`src/rtl/memex_load_store_unit_if.sv`:
```
`default_nettype none
// ============================================================================
// Module      : memex_load_store_unit_if
// Description : Data-memory bus between the MEMEX load/store unit (master)
//               and the data memory (slave): valid/ready request channel
//               plus a valid-qualified read response channel.
// Revision    : 1.0 - initial release
// ============================================================================
interface memex_load_store_unit_if;
  logic        req_valid;
  logic        req_ready;
  logic [31:0] addr;
  logic        we;
  logic [3:0]  wstrb;
  logic [31:0] wdata;
  logic        rsp_valid;
  logic [31:0] rsp_rdata;

  modport master (
    output req_valid, addr, we, wstrb, wdata,
    input  req_ready, rsp_valid, rsp_rdata
  );

  modport slave (
    input  req_valid, addr, we, wstrb, wdata,
    output req_ready, rsp_valid, rsp_rdata
  );
endinterface
`default_nettype wire

```
`src/rtl/memex_load_store_unit.sv`:
```
`default_nettype none
// ============================================================================
// Module      : memex_load_store_unit
// Description : MEMEX stage of the RV32E core. Runs loads/stores on the data
//               memory bus, stalls the pipeline while an access is in flight
//               and registers the writeback triple for the WB stage.
// Revision    : 1.0 - initial release
// ============================================================================
module memex_load_store_unit #(
  parameter int unsigned TIMEOUT_CYCLES = 255
) (
  input  logic                            clk,
  input  logic                            rst,
  input  logic                            invalid_MEMEX_i,
  input  logic [3:0]                      rd_MEMEX_i,
  input  logic [31:0]                     alu_result_MEMEX_i,
  input  logic                            regfile_we_MEMEX_i,
  input  logic                            mem_re_MEMEX_i,
  input  logic                            mem_we_MEMEX_i,
  input  logic [1:0]                      mem_size_MEMEX_i,
  input  logic                            mem_unsigned_MEMEX_i,
  input  logic [31:0]                     store_data_MEMEX_i,
  memex_load_store_unit_if.master         dmem,
  output logic                            stall_o,
  output logic [3:0]                      rd_WB_o,
  output logic [31:0]                     wb_data_WB_o,
  output logic                            regfile_we_WB_o,
  output logic                            mem_fault_o
);

  localparam logic [7:0] TIMEOUT_LIMIT = 8'(TIMEOUT_CYCLES);

  typedef enum logic [1:0] {
    S_IDLE     = 2'd0,
    S_REQ      = 2'd1,
    S_WAIT_RSP = 2'd2,
    S_DONE     = 2'd3
  } state_t;

  state_t      state_q;
  logic [7:0]  cnt_q;
  logic [7:0]  cnt_d;
  logic        tout_q;
  logic [31:0] load_data_q;
  logic [31:0] load_ext_d;
  logic [3:0]  rd_WB_q;
  logic [31:0] wb_data_WB_q;
  logic        regfile_we_WB_q;
  logic        mem_fault_q;

  logic        is_op_d;
  logic        misaligned_d;
  logic        start_d;
  logic [1:0]  lane_d;

  // Classify the instruction sitting in the MEMEX slot
  always_comb begin
    lane_d       = alu_result_MEMEX_i[1:0];
    is_op_d      = (mem_re_MEMEX_i | mem_we_MEMEX_i) & ~invalid_MEMEX_i;
    // size 11 falls into the word check through size[1]
    misaligned_d = is_op_d &
                   (((mem_size_MEMEX_i == 2'b01) & lane_d[0]) |
                    (mem_size_MEMEX_i[1] & (lane_d != 2'b00)));
    start_d      = (state_q == S_IDLE) & is_op_d & ~misaligned_d;
    cnt_d        = cnt_q + 8'd1;
  end

  // Bus request and stall; inputs are held upstream while stalled, so the
  // request fields stay stable through REQ without extra registers
  always_comb begin
    dmem.req_valid = start_d | (state_q == S_REQ);
    stall_o        = start_d | (state_q == S_REQ) | (state_q == S_WAIT_RSP);
    dmem.addr      = {alu_result_MEMEX_i[31:2], 2'b00};
    dmem.we        = mem_we_MEMEX_i;
    dmem.wstrb     = 4'b0000;
    dmem.wdata     = store_data_MEMEX_i;
    case (mem_size_MEMEX_i)
      2'b00: begin
        dmem.wdata = {4{store_data_MEMEX_i[7:0]}};
        if (mem_we_MEMEX_i) dmem.wstrb = 4'b0001 << lane_d;
      end
      2'b01: begin
        dmem.wdata = {2{store_data_MEMEX_i[15:0]}};
        if (mem_we_MEMEX_i) dmem.wstrb = lane_d[1] ? 4'b1100 : 4'b0011;
      end
      default: begin
        if (mem_we_MEMEX_i) dmem.wstrb = 4'b1111;
      end
    endcase
  end

  // Select the addressed lane of the read word and extend it
  always_comb begin
    logic [7:0]  byte_sel;
    logic [15:0] half_sel;
    byte_sel   = dmem.rsp_rdata[{lane_d, 3'b000} +: 8];
    half_sel   = dmem.rsp_rdata[{lane_d[1], 4'b0000} +: 16];
    load_ext_d = dmem.rsp_rdata;
    case (mem_size_MEMEX_i)
      2'b00:   load_ext_d = mem_unsigned_MEMEX_i ? {24'd0, byte_sel}
                                                 : {{24{byte_sel[7]}}, byte_sel};
      2'b01:   load_ext_d = mem_unsigned_MEMEX_i ? {16'd0, half_sel}
                                                 : {{16{half_sel[15]}}, half_sel};
      default: load_ext_d = dmem.rsp_rdata;
    endcase
  end

  // Access FSM, timeout counter and WB-stage registers
  always_ff @(posedge clk) begin
    if (rst) begin
      state_q         <= S_IDLE;
      cnt_q           <= 8'd0;
      tout_q          <= 1'b0;
      load_data_q     <= 32'd0;
      rd_WB_q         <= 4'd0;
      wb_data_WB_q    <= 32'd0;
      regfile_we_WB_q <= 1'b0;
      mem_fault_q     <= 1'b0;
    end else begin
      mem_fault_q <= 1'b0;
      case (state_q)
        S_IDLE: begin
          if (start_d) begin
            cnt_q  <= 8'd0;
            tout_q <= 1'b0;
            if (dmem.req_ready) state_q <= mem_we_MEMEX_i ? S_DONE : S_WAIT_RSP;
            else                state_q <= S_REQ;
          end else begin
            // Non-memory, bubble or misaligned: retire this cycle
            rd_WB_q         <= rd_MEMEX_i;
            wb_data_WB_q    <= alu_result_MEMEX_i;
            regfile_we_WB_q <= regfile_we_MEMEX_i & ~invalid_MEMEX_i & ~misaligned_d;
            mem_fault_q     <= misaligned_d;
          end
        end
        S_REQ: begin
          if (dmem.req_ready) state_q <= mem_we_MEMEX_i ? S_DONE : S_WAIT_RSP;
        end
        S_WAIT_RSP: begin
          if (dmem.rsp_valid) begin
            load_data_q <= load_ext_d;
            state_q     <= S_DONE;
          end else if (cnt_d == TIMEOUT_LIMIT) begin
            tout_q  <= 1'b1;
            state_q <= S_DONE;
          end else begin
            cnt_q <= cnt_d;
          end
        end
        default: begin
          // S_DONE: stall drops for one cycle and the access retires
          rd_WB_q         <= rd_MEMEX_i;
          wb_data_WB_q    <= (mem_re_MEMEX_i & ~tout_q) ? load_data_q : alu_result_MEMEX_i;
          regfile_we_WB_q <= mem_re_MEMEX_i & regfile_we_MEMEX_i & ~tout_q;
          mem_fault_q     <= tout_q;
          state_q         <= S_IDLE;
        end
      endcase
    end
  end

  assign rd_WB_o         = rd_WB_q;
  assign wb_data_WB_o    = wb_data_WB_q;
  assign regfile_we_WB_o = regfile_we_WB_q;
  assign mem_fault_o     = mem_fault_q;

endmodule
`default_nettype wire

```
`src/flat_wrapper.sv`:
```
// flat-port wrapper written by rule: the top's interface ports become plain ports
module memex_load_store_unit_flat 
#(
  parameter int unsigned TIMEOUT_CYCLES = 255
)
  (clk, rst, invalid_MEMEX_i, rd_MEMEX_i, alu_result_MEMEX_i, regfile_we_MEMEX_i, mem_re_MEMEX_i, mem_we_MEMEX_i, mem_size_MEMEX_i, mem_unsigned_MEMEX_i, store_data_MEMEX_i, stall_o, rd_WB_o, wb_data_WB_o, regfile_we_WB_o, mem_fault_o, dmem_req_valid, dmem_addr, dmem_we, dmem_wstrb, dmem_wdata, dmem_req_ready, dmem_rsp_valid, dmem_rsp_rdata);
  memex_load_store_unit_if dmem_i ();
  input  logic clk;
  input  logic rst;
  input  logic invalid_MEMEX_i;
  input  logic [3:0] rd_MEMEX_i;
  input  logic [31:0] alu_result_MEMEX_i;
  input  logic regfile_we_MEMEX_i;
  input  logic mem_re_MEMEX_i;
  input  logic mem_we_MEMEX_i;
  input  logic [1:0] mem_size_MEMEX_i;
  input  logic mem_unsigned_MEMEX_i;
  input  logic [31:0] store_data_MEMEX_i;
  output logic stall_o;
  output logic [3:0] rd_WB_o;
  output logic [31:0] wb_data_WB_o;
  output logic regfile_we_WB_o;
  output logic mem_fault_o;
  output wire logic [$bits(dmem_i.req_valid)-1:0] dmem_req_valid;
  output wire logic [$bits(dmem_i.addr)-1:0] dmem_addr;
  output wire logic [$bits(dmem_i.we)-1:0] dmem_we;
  output wire logic [$bits(dmem_i.wstrb)-1:0] dmem_wstrb;
  output wire logic [$bits(dmem_i.wdata)-1:0] dmem_wdata;
  input wire logic [$bits(dmem_i.req_ready)-1:0] dmem_req_ready;
  input wire logic [$bits(dmem_i.rsp_valid)-1:0] dmem_rsp_valid;
  input wire logic [$bits(dmem_i.rsp_rdata)-1:0] dmem_rsp_rdata;
  assign dmem_req_valid = dmem_i.req_valid;
  assign dmem_addr = dmem_i.addr;
  assign dmem_we = dmem_i.we;
  assign dmem_wstrb = dmem_i.wstrb;
  assign dmem_wdata = dmem_i.wdata;
  assign dmem_i.req_ready = dmem_req_ready;
  assign dmem_i.rsp_valid = dmem_rsp_valid;
  assign dmem_i.rsp_rdata = dmem_rsp_rdata;
  memex_load_store_unit #(.TIMEOUT_CYCLES(TIMEOUT_CYCLES)) u_core (.clk(clk), .rst(rst), .invalid_MEMEX_i(invalid_MEMEX_i), .rd_MEMEX_i(rd_MEMEX_i), .alu_result_MEMEX_i(alu_result_MEMEX_i), .regfile_we_MEMEX_i(regfile_we_MEMEX_i), .mem_re_MEMEX_i(mem_re_MEMEX_i), .mem_we_MEMEX_i(mem_we_MEMEX_i), .mem_size_MEMEX_i(mem_size_MEMEX_i), .mem_unsigned_MEMEX_i(mem_unsigned_MEMEX_i), .store_data_MEMEX_i(store_data_MEMEX_i), .dmem(dmem_i), .stall_o(stall_o), .rd_WB_o(rd_WB_o), .wb_data_WB_o(wb_data_WB_o), .regfile_we_WB_o(regfile_we_WB_o), .mem_fault_o(mem_fault_o));
endmodule
```
`config.mk`:
```
export PLATFORM = sky130hd
export DESIGN_NAME = memex_load_store_unit_flat
export DESIGN_NICKNAME = d
export VERILOG_FILES = /design/src/rtl/memex_load_store_unit_if.sv /design/src/rtl/memex_load_store_unit.sv /design/src/flat_wrapper.sv
export SDC_FILE = /design/constraint.sdc
export NUM_CORES = 1
export LEC_CHECK = 0
export ABC_AREA = 1
export BUFFER_PORTS_ARGS = -buffer_cell sky130_fd_sc_hd__clkbuf_2
export CAP_MARGIN = 20
export CORE_AREA = 5 5 97 144
export CTS_CLUSTER_SIZE = 20
export DETAILED_ROUTE_END_ITERATION = 12
export DIE_AREA = 0 0 102 149
export GPL_ROUTABILITY_DRIVEN = 0
export PLACE_DENSITY = 0.7
export SYNTH_ARGS = -nofsm -noshare
export SYNTH_HDL_FRONTEND = slang
export SYNTH_SLANG_ARGS = --single-unit
```
`constraint.sdc`:
```
create_clock -name clk -period 2.2 [get_ports clk]
set_input_delay 0.33 -clock clk [delete_from_list [all_inputs] [get_ports clk]]
set_output_delay 0.33 -clock clk [all_outputs]
set_load 0.05 [all_outputs]
```
==> flow_metrics.py, run 1 <==
metrics = {
    "outcome": {
        "status": "finished, final reports clean",
    },
    "logic_synthesis": {
        "ys.flop_type": "dfxtp_1",
        "synth_top_area_share_pct": 33.3,
        "synth_top_family_by_area": "simple AND/OR/NAND/NOR gates",
        "synthSimpleGateAreaFrac_pct": 28.0,
        "synthTopCellsByCount": "nand2_1 (197), dfxtp_1 (81), o21ai_0 (62), inv_1 (57), nand3_1 (53)",
        "muxShareOfSynthArea_pct": 0,
        "synth.avg_cell_area_um2": 6.67,
        "yosysWarningCount": 0,
        "yosys-top-cells-area": "dfxtp_1 (33%), nand2_1 (15%), o21ai_0 (6.4%)",
        "synthArstFlopShare_pct": 0,
        "synth.distinct_cells": 32,
        "synth-edff-count": 0,
        "yosysSeqAreaShare_pct": 33.3,
        "yosysTopAreaCell": "dfxtp_1",
        "syn-instance-count": 729,
        "yosys_register_bits": 81,
        "synth_compound_area_share_pct": 21.6,
        "synth_area_mm2": 0.00486,
        "synthAdderAreaFrac_pct": 1.54,
        "synth.most_common_cell": "nand2_1",
        "synth_xor_area_share_pct": 0,
    },
    "timing": {
        "setup_viol": 0,
        "fin_ws_ps": 180,
        "max_clock_freq_mhz": 495,
        "fin_hold_ws_ps": 227,
        "period_minus_slack_ps": 2020,
        "slew_violations": 0,
        "hold_viol_final": 0,
        "fin_skew_ps": 6.58,
        "post-route-period-util_pct": 91.8,
        "grt_setup_unrepaired": "false",
    },
    "floorplanning": {
        "dieArea_mm2": 0.0152,
        "num_rows": 50,
        "io_pins": 220,
        "core_area_mm2": 0.0124,
        "die_h_um": 149,
        "dieWidth_um": 102,
        "initial_core_util_pct": 39.1,
    },
    "flow_run": {
        "maxCapViolCount": 0,
    },
    "clocking": {
        "holdBufCountCts": 0,
        "cts-root-buf": "clkbuf_16",
        "clockBufferDepth": 2,
        "worstSkewPairLatency_ps": 340,
        "post_cts_resized": 0,
        "cts.htree.levels": 3,
        "path_clk_slew_ps": 60,
        "clock_sinks": 81,
        "post_cts_buffers": 0,
        "cts_buffers": 9,
        "cts_tree": "done",
    },
    "route": {
        "ant_nets": 0,
        "drtIter0Drc": 289,
        "drc": 0,
        "drt_pass1_iterations": 5,
        "wl_per_cell_um": 15.6,
        "vias_per_cell": 5.15,
        "vias": 5425,
        "drt_wl_total_um": 16500,
    },
    "placed_design": {
        "postPlaceCellArea_mm2": 0.00599,
        "place_ws_ps": 225,
        "portBuffers": 217,
        "dp_hpwl_um": 13300,
    },
    "power_and_ir_drop": {
        "leakage_uw": 0.00323,
        "ir_drop_mv": 0.533,
        "sw_frac_of_total_pct": 50.4,
        "power_density_mw_per_mm2": 1360,
        "pwr-share-seq_pct": 26.7,
        "pwr-share-clk_pct": 17.8,
        "comb_power_share_pct": 55.5,
        "power.net_switching_uw": 4320,
        "p_int_uw": 4240,
    },
    "layout": {
        "fin_area_mm2": 0.00630,
        "final-seq-area_mm2": 0.00162,
        "n_antenna_cell": 0,
        "syn2layout_area_growth_pct": 29.5,
        "multi_input_area_mm2": 0.00250,
        "fin_nets": 1010,
        "drive_gt1_share_pct": 31.1,
        "fillers": 1273,
        "utilization_pct": 50.6,
    },
    "worst_setup_path": {
        "crit_type": "register to primary output",
        "crit_top_cell": "inv_1",
        "slowest_stage": "dfxtp_1",
        "required_ps": 1870,
        "worst_setup_path_start_kind": "register",
        "path_cells": "inv_1 -> ha_1 -> inv_1 -> nand3_1 -> buf_12",
        "cp_slowest_stage_delay_ps": 380,
        "path_max_fanout": 10,
        "crit_arrival_ps": 1690,
        "crit_path_end_kind": "primary output",
    },
    "global_route": {
        "grt_max_degree": 47,
        "grt_usage_pct": 21.4,
        "grt.overflow.total": 0,
        "grt_pass1_wl_um": 25800,
        "grt_pass1_vias": 5279,
        "antenna_found_initial": 0,
    },
    "worst_hold_path": {
        "worstHoldPathType": "primary input to register",
    },
}
[cells by family (layout without fill, tap and decap cells)]
family	Yosys count	in the layout
flops	81	81
buf+inv	148	316
compound gates	183	183
fa+ha+maj	6	6
other cells	1	2
simple gates	310	310
[power by group through the flow]
stage / Sequential (uW) / Combinational, uW / Clock [uW]
after floorplan: 3360 / 2470 / 0
after global routing: 2350 / 5170 / 1600
after detailed placement: 2310 / 4770 / 0
after CTS: 2290 / 4790 / 1550
after global placement: 2310 / 4730 / 0
final: 2290 / 4750 / 1520
[layout make-up]
type | count | share of cell area, %
flip-flops and latches | 81 | 25.8
repair buffers | 239 | 22.9
inverters | 61 | 3.70
clock inverters | 6 | 1.07
clock buffers | 10 | 3.79
multi-input cells | 501 | 39.7
well taps | 156 | 3.10
[routing by layer]
metal | up-vias | GRT usage, % | wire length [um]
li1 | 2745 | - | -
met1 | 2425 | 24.2 | 6290
met2 | 216 | 37.5 | 8420
met3 | 39 | 4.87 | 1090
met4 | 0 | 10.1 | 670
met5 | - | 0 | 0
[worst max-delay path, delay by kind of cell, from the launching register on]
family | cells | cell delay [ps]
adder cells (fa/ha/maj) | 1 | 310
buffers and inverters | 3 | 480
flip-flops | 1 | 380
AND/OR/NAND/NOR | 1 | 180
[metrics by stage]
stage | instances | total power [uW] | TNS (ps)
finish | 1054 | 8560 | 0
global route | 1054 | 9110 | 0
global placement | 1038 | 7040 | 0
detailed placement | 1038 | 7090 | 0
floorplan | 730 | 5830 | -914
CTS | 1054 | 8630 | 0
[cell usage in the layout, fill, tap and decap left out, drive strengths merged, types with 11 or more instances in the layout]
cell type	synthesis	layout
inv	60	60
buf	56	33
a31oi	41	41
o211ai	28	28
o21ai	70	70
dfxtp	81	81
nand3	58	58
nand4	11	11
clkbuf	31	216
a21oi	39	39
nand2	200	200
nor2	37	37
[path summary, 6_finish.rpt]
kind	start	endpoint	slack [ps]	depth (start not counted)
setup reg to reg	u_core.state_q[0]	u_core.wb_data_WB_o[8]	320	8
hold / removal	rd_MEMEX_i[0]	u_core.rd_WB_o[0]	230	3
setup / recovery	u_core.state_q[0]	stall_o	180	5
hold reg to reg	u_core.load_data_q[1]	u_core.wb_data_WB_o[1]	500	2
[sequential cells by signal, summed over array words and instances (netlist names)]
register and cells:
u_core.cnt_q 8, u_core.load_data_q 32, u_core.mem_fault_o 1, u_core.rd_WB_o 4, u_core.regfile_we_WB_o 1, u_core.state_q 2
u_core.tout_q 1, u_core.wb_data_WB_o 32
(Power assumes the default switching activity.)
==> inputs of run 2 (changes only) <==
Settings changed: CORE_AREA 5 5 97 144 to 2 2 86 129, DIE_AREA 0 0 102 149 to 0 0 88 131, PLACE_DENSITY 0.7 to 0.82, REMOVE_ABC_BUFFERS set to 1.
==> run 2 against run 1 <==
Die area is 24% lower. Non-clock buffer count is 3 lower. First-iteration DRC count is 43% higher. Sequential share of layout area rose by 0.24 points. Clock power rose by 18%. Register-to-register slack got worse by 70 ps. Global-route usage up 4.8 points. Utilization up 9.3 points. Sequential power barely moved. Via count down 0.29%. Clock-buffer cell count unchanged. Critical endpoint is now dmem_wdata[26]. Largest power group unchanged.
==> flow_metrics.py, run 2 (synthesis results as in run 1) <==
metrics = {
    "outcome": {
        "status": "finished, final reports clean",
    },
    "worst_setup_path": {
        "path_max_fanout": 17,
        "required_ps": 1870,
        "crit_type": "primary input to primary output",
        "crit_path_end_kind": "primary output",
        "worst_setup_path_start_kind": "primary input",
        "crit_arrival_ps": 1710,
    },
    "timing": {
        "period_minus_slack_ps": 2040,
        "worstMarginPinSlew_ps": 538,
        "setup_viol": 0,
        "post-route-period-util_pct": 92.9,
        "fin_hold_ws_ps": 225,
        "hold_viol_final": 0,
        "slew_headroom_pct": 64.1,
        "grt_setup_unrepaired": "false",
        "max_clock_freq_mhz": 489,
        "slew_violations": 0,
        "fin_tns_setup_ps": 0,
        "fin_skew_ps": 5.80,
    },
    "floorplanning": {
        "initial_core_util_pct": 46.7,
        "num_rows": 46,
        "dieArea_mm2": 0.0115,
        "die_h_um": 131,
        "core_area_mm2": 0.0104,
        "dieWidth_um": 88,
        "io_pins": 220,
    },
    "clocking": {
        "clockBufferDepth": 2,
        "post_cts_resized": 0,
        "cts-root-buf": "clkbuf_16",
        "path_clk_slew_ps": 60,
        "post_cts_buffers": 0,
        "holdBufCountCts": 0,
        "worstSkewPairLatency_ps": 330,
        "cts.htree.levels": 3,
        "cts_buffers": 9,
        "clock_sinks": 81,
        "cts_tree": "done",
    },
    "layout": {
        "layout_common_cells": "clkbuf_2 (210), nand2_1 (197), dfxtp_1 (81), o21ai_0 (62), inv_1 (56)",
        "drive_gt1_share_pct": 30.7,
        "fin_area_mm2": 0.00624,
        "multi_input_area_mm2": 0.00250,
        "final-seq-area_mm2": 0.00162,
        "final_common_cell": "clkbuf_2",
        "syn2layout_area_growth_pct": 28.3,
        "n_antenna_cell": 0,
        "fillers": 989,
        "utilization_pct": 59.9,
        "fin_nets": 1007,
    },
    "route": {
        "ant_nets": 0,
        "drt_wl_total_um": 15100,
        "vias_per_cell": 5.21,
        "drtIter0Drc": 413,
        "drc": 0,
        "vias": 5409,
        "drt_pass1_iterations": 5,
        "wl_per_cell_um": 14.5,
    },
    "power_and_ir_drop": {
        "ir_drop_mv": 0.683,
        "comb_power_share_pct": 53.0,
        "leakage_uw": 0.00322,
        "power.net_switching_uw": 4250,
        "sw_frac_of_total_pct": 49.0,
        "power_density_mw_per_mm2": 1390,
        "pwr-share-seq_pct": 26.3,
        "p_int_uw": 4420,
        "pwr-share-clk_pct": 20.7,
    },
    "global_route": {
        "grt_pass1_wl_um": 23900,
        "grt.overflow.total": 0,
        "grt_pass1_vias": 5028,
        "grt_usage_pct": 26.2,
        "grt_max_degree": 76,
        "antenna_found_initial": 0,
    },
    "placed_design": {
        "dp_hpwl_um": 11200,
        "portBuffers": 217,
        "postPlaceCellArea_mm2": 0.00588,
    },
    "flow_run": {
        "maxCapViolCount": 0,
    },
    "worst_hold_path": {
        "worstHoldPathType": "primary input to register",
    },
}
## run 2: cell count changes in the layout (fill, tap and decap cells not counted)
cell        before  now
clkinv_2         2    3
bufinv_16        1    4
o21ai_1          9    8
buf_12          13    8
clkinvlp_4       2    0
buf_4           20   18
o21ai_0         61   62
clkinv_4         2    0
clkbuf_8         1    0
clkbuf_2       206  210
clkbuf_1         0    1
## run 2: critical path, stage by stage
cell and delay (ps):
clkbuf_2 140, inv_4 130, nand2_2 90, inv_1 410, nand2_1 150, o211ai_1 140
clkbuf_2 310
## run 2: layer usage
metal / share of wire (%) / GRT usage, % / up-vias / wire [um]
li1: - / - / 2733 / -
met1: 41 / 32.2 / 2416 / 6140
met2: 50 / 44.6 / 228 / 7570
met3: 6.6 / 5.34 / 32 / 994
met4: 2.7 / 10.2 / 0 / 401
met5: 0 / 0 / - / 0
## run 2: through the flow
step                      setup WS (ps)  std cells  total power [uW]
after floorplan                    -768        643              5420
after global placement              273       1023              6810
after detailed placement            191       1023              6890
after CTS                           172       1039              8710
after global routing               11.3       1039              9260
final                               156       1039              8670
## run 2: layout make-up
cell class              count  share of cell area [%]
clock inverters             6                    2.09
clock buffers              10                    3.67
well taps                 144                    2.89
flip-flops and latches     81                    26.0
multi-input cells         501                    40.1
inverters                  61                    3.73
repair buffers            236                    21.6
## run 2: final timing paths
kind | start | endpoint | slack (ps) | cells after the start
setup / recovery | mem_size_MEMEX_i[1] | dmem_wdata[26] | 160 | 7
hold / removal | rd_MEMEX_i[3] | u_core.rd_WB_o[3] | 230 | 3
setup reg to reg | u_core.cnt_q[1] | u_core.state_q[1] | 250 | 11
hold reg to reg | u_core.load_data_q[22] | u_core.load_data_q[22] | 500 | 2
## run 2: power groups by stage
stage	clock, uW	combinational (uW)	sequential (uW)
2_1_floorplan	0	2050	3360
3_3_place_gp	0	4530	2290
3_5_place_dp	0	4590	2300
4_1_cts	1830	4610	2270
5_1_grt	1900	5020	2340
6_report	1800	4590	2280
